**config.mk**
```make
export PLATFORM = sky130hd
export DESIGN_NAME = delay_credit_fifo
export DESIGN_NICKNAME = d
export VERILOG_FILES = /design/src/rtl/delay_credit_fifo.sv
export SDC_FILE = /design/constraint.sdc
export NUM_CORES = 1
export LEC_CHECK = 0
export BUFFER_PORTS_ARGS = -buffer_cell sky130_fd_sc_hd__buf_2
export CAP_MARGIN = 20
export CORE_MARGIN = 2
export CORE_UTILIZATION = 63
export CTS_CLUSTER_DIAMETER = 150
export CTS_CLUSTER_SIZE = 12
export DETAILED_ROUTE_END_ITERATION = 16
export HOLD_SLACK_MARGIN = 0.02
export PLACE_DENSITY = 0.83
export SKIP_LAST_GASP = 1
export SLEW_MARGIN = 20
export SYNTH_ARGS = -nofsm -noshare
export SYNTH_HDL_FRONTEND = slang
export SYNTH_SLANG_ARGS = --single-unit
```
**constraint.sdc**
```tcl
create_clock -name clk -period 6.2 [get_ports clk]
set_input_delay 0.62 -clock clk [delete_from_list [all_inputs] [get_ports clk]]
set_output_delay 0.62 -clock clk [all_outputs]
set_load 0.01 [all_outputs]
```
**src/rtl/delay_credit_fifo.sv**
```systemverilog
// delay_credit_fifo: credit-issuing elastic buffer behind a fixed-latency delay line.
// Tracks items in flight through the pipe and stores arrivals for a valid/ready consumer.
module delay_credit_fifo #(
  parameter int WIDTH   = 14,
  parameter int DEPTH   = 8,
  parameter int LATENCY = 6,
  parameter int CNT_W   = $clog2(DEPTH + 1)
)(
  input  logic             clk,
  input  logic             reset,
  output logic             src_ready,
  input  logic             src_issue,
  input  logic             in_valid,
  input  logic [WIDTH-1:0] in_data,
  output logic             out_valid,
  input  logic             out_ready,
  output logic [WIDTH-1:0] out_data,
  output logic [CNT_W-1:0] count,
  output logic [CNT_W-1:0] inflight,
  output logic             overflow
);
  localparam int PTR_W = $clog2(DEPTH);
  localparam logic [CNT_W-1:0] FULL = CNT_W'(DEPTH);
  localparam logic [PTR_W-1:0] LAST = PTR_W'(DEPTH - 1);

  if (DEPTH < 2 || DEPTH > 256 || LATENCY < 0) begin : g_bad_param
    $error("delay_credit_fifo: DEPTH must be 2..256 and LATENCY non-negative");
  end

  logic [WIDTH-1:0] r_mem [DEPTH];
  logic [PTR_W-1:0] r_wr_ptr, r_rd_ptr;
  logic [CNT_W-1:0] r_count, r_inflight;
  logic             r_overflow;
  logic             w_rd, w_wr, w_full, w_inc, w_dec;
  logic [CNT_W:0]   w_total;

  always_comb begin
    w_full    = r_count == FULL;
    out_valid = r_count != '0;
    w_rd      = out_valid & out_ready;
    // a pop frees the slot in the same cycle, so a full queue still takes the arrival
    w_wr      = in_valid & (~w_full | w_rd);
    w_inc     = src_issue & ~in_valid & (r_inflight != FULL);
    w_dec     = in_valid & ~src_issue & (r_inflight != '0);
    w_total   = {1'b0, r_count} + {1'b0, r_inflight};
    src_ready = w_total < {1'b0, FULL};
    out_data  = out_valid ? r_mem[r_rd_ptr] : '0;
    count     = r_count;
    inflight  = r_inflight;
    overflow  = r_overflow;
  end

  always_ff @(posedge clk)
    if (w_wr) r_mem[r_wr_ptr] <= in_data;

  always_ff @(posedge clk or negedge reset)
    if (!reset) begin
      r_wr_ptr   <= '0;
      r_rd_ptr   <= '0;
      r_count    <= '0;
      r_inflight <= '0;
      r_overflow <= 1'b0;
    end else begin
      r_wr_ptr   <= w_wr ? (r_wr_ptr == LAST ? '0 : r_wr_ptr + 1'b1) : r_wr_ptr;
      r_rd_ptr   <= w_rd ? (r_rd_ptr == LAST ? '0 : r_rd_ptr + 1'b1) : r_rd_ptr;
      r_count    <= r_count + CNT_W'(w_wr) - CNT_W'(w_rd);
      r_inflight <= r_inflight + CNT_W'(w_inc) - CNT_W'(w_dec);
      // dropped data or an arrival nobody issued
      r_overflow <= r_overflow | (in_valid & ~w_wr) | (in_valid & (r_inflight == '0));
    end
endmodule

```
==> results by group, run 1 <==
Critical path
  • CP max FO: 31
  • Setup CP Type: flop to output pin
  • Crit. End Element: output pin
  • Worst endpoint required time: approximately 5.6 ns
  • Startpoint types: flop
  • Worst path arrival time: approximately 2.5 ns

Placement
  • Post-DP Area: roughly 0.0056 sq mm
  • IO Port Bufs: between 40 and 50
  • Dpl hpwl: between 5000 and 6000 um
  • Final weighted congestion in routability-driven placement: just over 0.7

Timing
  • Final Skew: 0.0112 ns
  • Period utilisation layout: 0.510
  • Worst Tran Pin Value: 0.971 ns
  • Hold slack final: approximately 0.37 ns
  • Final Hold Viols: 0
  • RSZ-0062 raised after global routing: no
  • Slew headroom: 0.352
  • Crit path time final: between 3 and 4 ns
  • Final setup violating endpoints: 0
  • Achievable Freq: roughly 320 MHz
  • Total negative slack: 0 ns
  • Max-slew violations: 0

Die
  • Core ar.: between 0.008 and 0.009 sq mm
  • Die Y: 95.0 um
  • Die footprint: 0.00902 sq mm
  • Initial Util: 0.641
  • # IOs: between 40 and 50
  • Chip width: ~95 um
  • FP Rows: 33

Power and ir drop
  • Internal power: 0.00212 W
  • Combinational power share: 0.311
  • Pwr dens: 507 mW/mm^2
  • Overall power: 0.00311 W
  • Clock Power Share: 0.284
  • Sequential Power Share: 0.406
  • Switch share: 0.317
  • LEAKAGE: around 2.2 nW
  • Peak VDD IR: 278 uV
  • Sw power: just under 0.001 W

Yosys
  • Syn avg cell area: just over 20 sq um
  • Top-count cell post-synth: edfxtp_1
  • Post-synth top flop: edfxtp_1
  • Synthesized area: ~0.0052 sq mm
  • EDFF count, synth: roughly 110
  • Seq/Total Area, Yosys: 0.717
  • Top cells by count, synth: edfxtp_1, mux4_2, ha_1
  • Synth Register Bits: around 130
  • Yosys warns: 0
  • Cells after synthesis: about 260
  • Async S/R FF share, synth: 0.118
  • Area share of the largest cell type after synthesis: 0.645
  • Post-Syn Nets: 296
  • Synth top area cells: edfxtp_1, mux4_2, dfrtp_1
  • Unique masters post-synth: 33
  • Top cell type by total area after synthesis: edfxtp_1

Clock network
  • Clk_lat worst skew: 0.51 ns
  • H-Tree Depth: 4
  • CTS clk-pin slew, worst paths: 0.06 ns
  • CTS-repair resized insts: 0
  • Sink Count: 127
  • Root Driver: clkbuf_8
  • Max Root-Sink Buffers: 2
  • CTS tree: yes
  • Inserted Clock Buffers: 17

Drt
  • WL/cell: between 20 and 25 um
  • DRT antenna net count: 0
  • # DRC: 0
  • First-pass iteration count of the detailed router: 4
  • Vias per cell: ~6
  • Final WL: between 9000 and 10000 um
  • DRT iter0 DRCs: between 200 and 250
  • Vias: about 2600

Run
  • Max_cap viols: 0

Hold path
  • Hold crit path type: input pin to flop

Global route
  • Vias in the first global route: between 2000 and 3000
  • Global Route Usage Sum: 0.245
  • Congestion Overflow GR: 0
  • Largest net degree at the start of global routing: 32
  • Initial antenna violation count: 0
  • First-pass GRT wire length: around 15000 um

Final layout
  • Layout Nets: roughly 360
  • Layout cells sized above 1: 0.381
  • Area Growth Syn to Fin: 17.8%
  • Final core occ: 0.755
  • ANT cells: 0
  • Final instance area: between 0.006 and 0.007 sq mm

Status
  • Status: finished, final reports clean
power by group through the flow:
stage	logic (W)	clock network, W	registers (W)
global route	0.00107	0.000931	0.00129
finish	0.000967	0.000883	0.00126
CTS	0.000982	0.000896	0.00127
floorplan	0.000727	0	0.00120
global placement	0.000927	0	0.00127
detailed placement	0.000962	0	0.00128
cells by family (layout without fill, tap and decap cells):
family,Yosys count,count (layout),share of synthesized area
AOI/OAI and AO/OA,25,25,0.0403
muxes,35,35,0.136
buffers and inverters,19,95,0.0182
adders and majority gates,20,20,0.0509
xor gates and xnor gates,4,4,0.00672
and+or+nand+nor,27,27,0.0307
DFF,127,127,0.717
per-stage QoR:
| step | worst slack, ns | cells |
|---|---|---|
| finish | 3.04 | 438 |
| global route | 2.83 | 438 |
| CTS | 2.94 | 438 |
| detailed placement | 3.49 | 405 |
| global placement | 3.50 | 405 |
| floorplan | 3.31 | 257 |
worst max-delay path: stages, from the launching register on:
cell	delay (ns)
dfrtp_2	0.99
mux4_2	0.63
a22o_1	0.27
buf_2	0.14
layer usage:
layer,part of all wire,wire [um],track usage
met4,0.013,121,0.100
met2,0.52,5020,0.378
met1,0.41,3980,0.335
met5,0,0,0
met3,0.058,564,0.0702
sequential cells by signal, summed over array words and instances (netlist names):
name,cells
inflight,4
count,4
r_wr_ptr,3
r_rd_ptr,3
overflow,1
r_mem,112
area by class of cell:
type	count	area, sq um
multi-input combinational	111	1410
sequential	127	3740
clock inverter	15	119
tap	105	131
inverter	10	37.5
fill	447	1990
clock buffer	17	414
timing repair buffer	53	293
timing repair:
item | CTS | global route
hold buffers | 1 | 0
hold endpoints to repair | 15 | 0
buffers inserted | 0 | 0
cells in the final DEF (no fill, tap or decap), types with 4 or more instances in the layout:
master / Yosys / final
nor2_1: 7 / 7
edfxtp_1: 112 / 112
clkinv_1: 0 / 4
clkbuf_16: 0 / 16
mux4_2: 28 / 28
dfrtp_1: 15 / 14
a22o_1: 14 / 14
inv_1: 10 / 10
mux2_2: 6 / 6
buf_2: 4 / 43
clkinvlp_4: 0 / 5
nor3_2: 0 / 4
ha_1: 18 / 18
buf_4: 1 / 9
final timing paths:
check | depth (start not counted) | slack, ns | to | start
setup / recovery | 3 | 3.04 | out_data[5] | r_rd_ptr[0]
hold / removal | 1 | 0.37 | r_mem[2][11] | in_data[11]
setup reg to reg | 6 | 3.64 | r_mem[0][6] | count[2]
hold reg to reg | 1 | 0.47 | overflow | overflow
max in group asynchronous | 2 | 5.36 | r_rd_ptr[0] | reset
min in group asynchronous | 2 | 0.55 | count[1] | reset
Note: power is estimated with default switching activity, not from simulation.
==> inputs of run 2 (changes only) <==
--- a/config.mk
+++ b/config.mk
@@ -8,12 +8,12 @@
 export BUFFER_PORTS_ARGS = -buffer_cell sky130_fd_sc_hd__buf_2
 export CAP_MARGIN = 20
 export CORE_MARGIN = 2
-export CORE_UTILIZATION = 63
+export CORE_UTILIZATION = 53
 export CTS_CLUSTER_DIAMETER = 150
 export CTS_CLUSTER_SIZE = 12
 export DETAILED_ROUTE_END_ITERATION = 16
 export HOLD_SLACK_MARGIN = 0.02
-export PLACE_DENSITY = 0.83
+export PLACE_DENSITY = 0.75
 export SKIP_LAST_GASP = 1
 export SLEW_MARGIN = 20
 export SYNTH_ARGS = -nofsm -noshare
==> constraint.sdc (replaced) <==
create_clock -name clk -period 2.8 [get_ports clk]
set_input_delay 0.28 -clock clk [delete_from_list [all_inputs] [get_ports clk]]
set_output_delay 0.28 -clock clk [all_outputs]
set_load 0.01 [all_outputs]
==> run 2 against run 1 <==
  * Utilization decreased by 11 points
  * Non-clock buffer count rose by 2
  * Clock skew fell by 0.0037 ns
  * Worst setup slack got worse by 2.7 ns
  * Hold slack worse by 0.33 ns
  * First-iteration DRC count fell by 15%
  * Sequential cell count did not move
  * Count of clock-buffer cells in the layout rose by 1
  * Critical endpoint is now out_data[13]
  * Largest power group unchanged
==> results by group, run 2 (synthesized netlist as in run 1, its figures left out) <==
Power and ir drop
  • LEAKAGE: 2.26 nW
  • Internal power: 0.00480 W
  • Sw power: around 0.0021 W
  • Sequential Power Share: 0.383
  • Switch share: 0.306
  • Peak VDD IR: 478 uV
  • Combinational power share: 0.329
  • Pwr dens: 1110 mW/mm^2
  • Clock Power Share: 0.288

Timing
  • RSZ-0062 raised after global routing: no
  • Achievable Freq: ~400 MHz
  • Total negative slack: 0 ns
  • Final Hold Viols: 0
  • Hold slack final: roughly 0.039 ns
  • Crit path time final: roughly 2.5 ns
  • Period utilisation layout: 0.896
  • Slew headroom: 0.552
  • Max-slew violations: 0
  • Worst Tran Pin Value: between 0.6 and 0.7 ns
  • Final setup violating endpoints: 0
  • Final Skew: 0.00750 ns

Global route
  • Global Route Usage Sum: 0.193
  • Largest net degree at the start of global routing: 29
  • First-pass GRT wire length: 14400 um
  • Congestion Overflow GR: 0
  • Initial antenna violation count: 0
  • Vias in the first global route: approximately 2600

Placement
  • Placed cells: 434
  • Dpl hpwl: around 5600 um
  • Final weighted congestion in routability-driven placement: 0.736
  • IO Port Bufs: 43

Clock network
  • Max Root-Sink Buffers: 2
  • H-Tree Depth: 4
  • CTS clk-pin slew, worst paths: about 0.060 ns
  • CTS tree: yes
  • Clk_lat worst skew: 0.50 ns
  • Inserted Clock Buffers: 17
  • Sink Count: between 100 and 150
  • Root Driver: clkbuf_8
  • CTS-repair resized insts: 0

Run
  • Max_cap viols: 0

Hold path
  • Hold path start: in_data[7]
  • Hold crit path type: input pin to flop
  • Hold EP: r_mem[7][7]
  • Hold Path Stages: 1

Final layout
  • Top reg by flops: r_mem
  • Finished Layout Cells: approximately 470
  • Layout cells sized above 1: 0.380
  • Final core occ: 0.644
  • Layout Nets: around 360
  • Commonest non-fill, non-tap cell in the layout: edfxtp_1
  • ANT cells: 0
  • Max reg flops: between 100 and 150
  • Area Growth Syn to Fin: 19.2%
  • Most frequent cells in the layout: edfxtp_1, buf_2, mux4_2, ha_1, clkbuf_16

Critical path
  • Setup CP Type: flop to output pin
  • Critical path depth: 6
  • Worst R2R End: count[2]
  • CP max stage cell: dfrtp_1
  • R2r startpoint: count[2]
  • Worst path arrival time: ~2.2 ns
  • Crit path buffers/inverters: 2
  • Max incr delay on CP: roughly 0.40 ns
  • Startpoint types: flop
  • Family with the most delay on the worst path: simple AND/OR/NAND/NOR gates
  • CP max FO: 14
  • Worst endpoint required time: roughly 2.5 ns
  • R2R Setup Slk: roughly 0.43 ns
  • Crit-path cells: inv_1 > ha_1 > or3b_4 > and2_4 > a22o_1 > buf_2
  • Crit. End Element: output pin
  • Worst R2R Path Depth: 9

Die
  • Die footprint: ~0.011 sq mm
  • FP Rows: 36
  • Chip width: just over 100 um
  • # IOs: 44
  • Initial Util: 0.541
  • Core ar.: 0.00964 sq mm
  • Die Y: 103 um

Drt
  • Final WL: ~9400 um
  • # DRC: 0
  • First-pass iteration count of the detailed router: 6
  • DRT iter0 DRCs: between 150 and 200
  • Vias per cell: approximately 5.5
  • DRT antenna net count: 0
  • WL/cell: 20.0 um
  • Vias: 2581

Status
  • Status: finished, final reports clean
## run 2: worst max path at each step
stage | to | start
floorplan | r_mem[1][0] | count[2]
global placement | r_mem[0][5] | count[2]
detailed placement | r_mem[0][5] | count[2]
CTS | out_data[13] | count[2]
global route | out_data[13] | count[2]
finish | out_data[13] | count[2]
## run 2: cell type report
type	instances	area, sq um
fill	679	3430
sequential	127	3740
tap	133	166
multi-input combinational	111	1410
inverter	10	37.5
timing repair buffer	55	312
clock buffer	18	418
clock inverter	13	124
## run 2: worst register-to-register path, stage by stage (launching register included)
cell	delay [ns]
dfrtp_1	0.40
inv_1	0.11
ha_1	0.17
or3b_4	0.40
nand2_1	0.22
mux2i_1	0.23
ha_1	0.18
inv_1	0.05
fa_1	0.37
xnor2_1	0.13
## run 2: per-layer routing
metal  share of wire  wire length (um)  vias to the layer above  track usage
met5               0                 0                        -            0
met4          0.0063                59                        0       0.0779
met3           0.052               486                        5       0.0551
met2            0.53              4940                       81        0.314
met1            0.41              3870                     1319        0.249
li1                -                 -                     1176            -
## run 2: repair_timing
action / in CTS / in global routing
hold endpoints to repair: 15 / 0
hold buffers: 1 / 0
setup buffers: 0 / 0
## run 2: per-stage QoR
| stage | area [sq um] | setup WS (ns) | power, W |
|---|---|---|---|
| floorplan | 5220 | 0.231 | 0.00427 |
| global placement | 5650 | 0.454 | 0.00493 |
| detailed placement | 5650 | 0.307 | 0.00499 |
| CTS | 6200 | 0.256 | 0.00699 |
| global route | 6210 | 0.174 | 0.00730 |
| finish | 6210 | 0.291 | 0.00692 |
## run 2: power by group through the flow
stage               clock network, W  logic (W)  registers (W)
floorplan                          0    0.00161        0.00266
global placement                   0    0.00226        0.00267
detailed placement                 0    0.00231        0.00268
CTS                          0.00201    0.00232        0.00265
global route                 0.00210    0.00251        0.00269
finish                       0.00199    0.00227        0.00265
